$ cat config.mk
export PLATFORM = sky130hd
export DESIGN_NAME = rs_free_tracker
export DESIGN_NICKNAME = d
export VERILOG_FILES = /design/src/rtl/rs_free_tracker.sv
export SDC_FILE = /design/constraint.sdc
export NUM_CORES = 1
export LEC_CHECK = 0
export CORE_UTILIZATION = 30
export DETAILED_ROUTE_END_ITERATION = 8
export PLACE_DENSITY = 0.62
export SYNTH_ARGS = -nofsm -noshare
export SYNTH_HDL_FRONTEND = slang
export SYNTH_SLANG_ARGS = --single-unit
$ cat constraint.sdc
create_clock -name clk -period 8.4 [get_ports clk]
set_input_delay 2.52 -clock clk [delete_from_list [all_inputs] [get_ports clk]]
set_output_delay 2.52 -clock clk [all_outputs]
set_load 0.02 [all_outputs]
$ cat src/rtl/rs_free_tracker.sv
// Reservation-station free-slot tracker.
// Keeps the free vector searched by the 3-way RS allocator. A committed
// allocation clears its slot on the next edge. An issued slot is set again
// two edges later, after passing through the one-cycle release register.
// Also keeps a registered free count, a low-water flag and a sticky
// protocol-error flag.
module rs_free_tracker #(
  parameter int WIDTH   = 32,
  parameter int CNTW    = $clog2(WIDTH + 1),
  parameter int LOWMARK = 3
) (
  input  logic             clk,
  input  logic             rst,
  input  logic             stall,
  input  logic [WIDTH-1:0] newRsSelect0,
  input  logic [WIDTH-1:0] newRsSelect1,
  input  logic [WIDTH-1:0] newRsSelect2,
  input  logic [WIDTH-1:0] issueFree,
  input  logic             flush,
  output logic [WIDTH-1:0] bufFree,
  output logic [CNTW-1:0]  freeCount,
  output logic             lowWater,
  output logic             error
);

  logic [WIDTH-1:0] rel_pend;
  logic [WIDTH-1:0] alloc_m;
  logic [WIDTH-1:0] next_free;
  logic [CNTW-1:0]  next_cnt;
  logic             err_now;
  logic             multi_hot;
  logic             lane_overlap;

  // Committed allocation mask, next free vector and its popcount.
  // The count is taken from the next vector so that freeCount and bufFree
  // always describe the same cycle.
  always_comb begin
    alloc_m   = '0;
    next_free = '1;
    next_cnt  = '0;
    if (!stall) begin
      alloc_m = newRsSelect0 | newRsSelect1 | newRsSelect2;
    end
    if (!flush) begin
      // Release is ORed in last: if a slot is allocated and released in
      // the same cycle, the release wins and the slot stays free.
      next_free = (bufFree & ~alloc_m) | rel_pend;
    end
    for (int i = 0; i < WIDTH; i++) begin
      next_cnt = next_cnt + CNTW'(next_free[i]);
    end
  end

  // Protocol checks: an allocation of a busy slot, overlap between committed
  // lanes, a release of an already-free slot, and a select with more than
  // one bit set.
  always_comb begin
    multi_hot = ((newRsSelect0 & (newRsSelect0 - WIDTH'(1))) != '0) ||
                ((newRsSelect1 & (newRsSelect1 - WIDTH'(1))) != '0) ||
                ((newRsSelect2 & (newRsSelect2 - WIDTH'(1))) != '0);
    lane_overlap = !stall &&
                   (((newRsSelect0 & newRsSelect1) |
                     (newRsSelect0 & newRsSelect2) |
                     (newRsSelect1 & newRsSelect2)) != '0);
    err_now = !flush &&
              (((alloc_m & ~bufFree) != '0) ||
               lane_overlap ||
               ((rel_pend & bufFree & ~alloc_m) != '0) ||
               multi_hot);
  end

  // State registers. Reset has priority over flush, and flush discards any
  // release that is still pending.
  always_ff @(posedge clk) begin
    if (rst) begin
      bufFree   <= '1;
      rel_pend  <= '0;
      freeCount <= CNTW'(WIDTH);
      lowWater  <= 1'b0;
      error     <= 1'b0;
    end else begin
      bufFree   <= next_free;
      rel_pend  <= flush ? '0 : issueFree;
      freeCount <= next_cnt;
      lowWater  <= (next_cnt < CNTW'(LOWMARK));
      error     <= error | err_now;
    end
  end

endmodule
==> impl_metrics.json <==
{
  "setup_violations": 0,
  "yosysWarnings": 0,
  "rsz0062_at_grt": "no",
  "yosys_most_used_dff": "dfxtp_1",
  "leakagePower_uw": 0.00295,
  "fin_worst_skew_ns": 0.00847,
  "syn_area_sq_um": 5330,
  "clk_latency_ns": 0.34,
  "die_w_microns": 135,
  "grt_max_degree": 49,
  "ir_worst_vdd_v": 0.000433,
  "yosys.area.top_type": "dfxtp_1",
  "post-dp-hpwl_microns": 21300,
  "end_kind": "register",
  "yosys_register_bits": 72,
  "grt_first_pass_wirelength_microns": 37500,
  "cp.arrival_ns": 8.37,
  "num_rows": 48,
  "diodes": 0,
  "dpl_cell_area_sq_um": 7760,
  "cp_max_fo": 2,
  "fin_nets": 1073,
  "avgSynthCellArea_sq_um": 7.80,
  "synth_nets": 846,
  "clockRootBuffer": "clkbuf_16",
  "maxSlewViolCount": 0,
  "syn2layout_area_growth_pct": 52.1,
  "seq_area_frac_synth_pct": 27.1,
  "whs_ns": 0.507,
  "tns_ns": 0,
  "dpl.cell_count": 1123,
  "core_sq_um": 17300,
  "gp_congestion": 1.03,
  "maxCapViolCount": 0,
  "io_pins": 172,
  "async_flop_share_pct": 0,
  "overflow": 0,
  "min_path_type": "register to register",
  "cts-htree-levels": 3,
  "post_drt_via_cell_ratio": 5.66,
  "clk_path_buf_depth": 2,
  "port_buffers": 171,
  "yosysUniqueCellTypes": 58,
  "via_count": 6449,
  "path_cells": "clkdlybuf4s50_1 -> nor3_1 -> o21a_1 -> nor3_1 -> fa_1 -> fa_1 -> inv_1 -> fa_1 -> inv_1 -> fa_1 -> inv_1 -> fa_1 -> fa_1 -> ha_2 -> fa_1 -> a21o_1 -> a21oi_1 -> xor2_1 -> buf_4 -> nor2_1",
  "die_y_microns": 135,
  "maxSlewHeadroom_pct": 50.7,
  "grtUsageTotal_pct": 28.1,
  "cts_buffers": 9,
  "ys_top_cells_by_count": "77 x o21ai_0, 72 x dfxtp_1, 61 x nor3_1, 45 x nor2_1, 43 x inv_1",
  "clock-sinks": 72,
  "drive_gt1_share_pct": 13.4,
  "design_area_sq_um": 8100,
  "antenna_found_initial": 0,
  "start_util_pct": 30.8,
  "cp_slowest_cell": "nor3_1",
  "drtPass1Iterations": 5,
  "drc_errors": 0,
  "status": "finished clean",
  "post-synth-top-area-fraction_pct": 27.1,
  "layout.cells.non_filler": 1140,
  "fillers": 1749,
  "max_stage_delay_ns": 0.58,
  "fmax_mhz": 123,
  "cp.required_ns": 8.61,
  "syn_inst": 683,
  "powerDensity_nw_per_um2": 211,
  "drtAntennaViolNets": 0,
  "hold_viol_final": 0,
  "finalCriticalPeriod_ns": 8.16,
  "yosysMostFrequentCell": "o21ai_0",
  "start_kind": "input pin",
  "crit_top_cell": "fa_1",
  "cts.clk_slew.worst_paths_ns": 0.06,
  "totalWireLength_microns": 25800,
  "path_buf_inv": 5,
  "synth_area_leaders": "dfxtp_1 27%, fa_1 9.0%, o21ai_0 7.2%, nor3_1 5.7%, and2_1 3.8%",
  "cts_hold_buffers": 0,
  "fp.dieArea_sq_um": 18300,
  "synth_edf_count": 0,
  "grt_pass1_vias": 6257,
  "worstSetupPathType": "input pin to register",
  "drtIter0Drc": 813,
  "cp_top_family": "adder cells",
  "cts_tree": "built",
  "postLayoutCoreUtil_pct": 46.9,
  "tightest_slew_ns": 0.734,
  "wire_per_inst_microns": 22.6,
  "finalCritPeriodShare_pct": 97.2
}
state kept, by name (all words and copies together), names as in the netlist:
signal and count:
bufFree 32, lowWater 1, rel_pend 32, freeCount 6, error 1
final cells by class:
class                   instances  area (sq um)  area share (%)
repair buffers                239          2240            27.7
multi-input cells             545          3660            45.1
inverters                      43           161            1.99
clock inverters                 6          82.6            1.02
clock buffers                  10           239            2.95
flip-flops and latches         72          1440            17.8
well taps                     225           282            3.47
routing by layer:
metal	global-route usage, %	vias up	share of wire [%]	wire length [microns]
met5	0	-	0	0
met2	45.7	366	45	11600
li1	-	3010	-	-
met4	10.9	0	3.4	885
met3	4.00	54	8.0	2060
met1	37.4	3019	44	11300
worst min-delay path: cells and delay by family, from the launching register on:
| kind | cells | cell delay (ns) |
|---|---|---|
| AND/OR/NAND/NOR | 2 | 0.14 |
| flip-flops | 1 | 0.35 |
stage by stage:
step                      worst slack [ns]  power [uW]
after CTS                            0.213        1690
final                                0.238        1710
after global routing               0.00600        1850
after floorplan                      0.351         953
after detailed placement            -0.104        1270
after global placement             -0.0356        1260
where the power goes:
group,switching [uW],total (uW),internal [uW]
registers,16.6,392,375
clock network,144,410,266
logic,463,905,441
total,624,1710,1080
cells by family (layout without fill, tap and decap cells):
logic type      Yosys count  after routing  share of synthesized area, %
compound gates          198            198                          24.4
xor+xnor                  3              3                         0.493
fa+ha+maj                35             35                          11.4
buf+inv                  66            298                          4.65
flops                    72             72                          27.1
simple gates            309            309                          31.9
path summary, 6_finish.rpt:
path / slack, ns / from / endpoint / cells past startpoint
setup / recovery: 0.24 / newRsSelect1[23] / freeCount[4] / 20
hold reg to reg: 0.51 / rel_pend[25] / bufFree[25] / 2
setup reg to reg: 2.98 / bufFree[23] / freeCount[4] / 18
hold / removal: 0.51 / rel_pend[25] / bufFree[25] / 2
repair_timing:
action,CTS,global route
gates resized for setup,0,4
setup endpoints to repair,0,2
setup buffers,0,1
cell usage in the layout (no fill, tap or decap), drive strengths merged, types with 9 or more instances in the layout:
master,netlist,routed
nor3,62,62
nand2b,13,13
dfxtp,72,72
or3,12,12
o22ai,14,14
nor2,45,45
inv,43,43
and2,33,33
fa,24,24
or2,28,28
clkbuf,23,10
nand2,37,37
nand4,22,22
a21oi,10,10
buf,0,69
o211ai,16,16
or4,13,13
o21ai,77,77
clkdlybuf4s50,0,170
nand3,9,9
nor4,22,22
a22oi,13,13
Note: power is estimated with default switching activity, not from simulation.
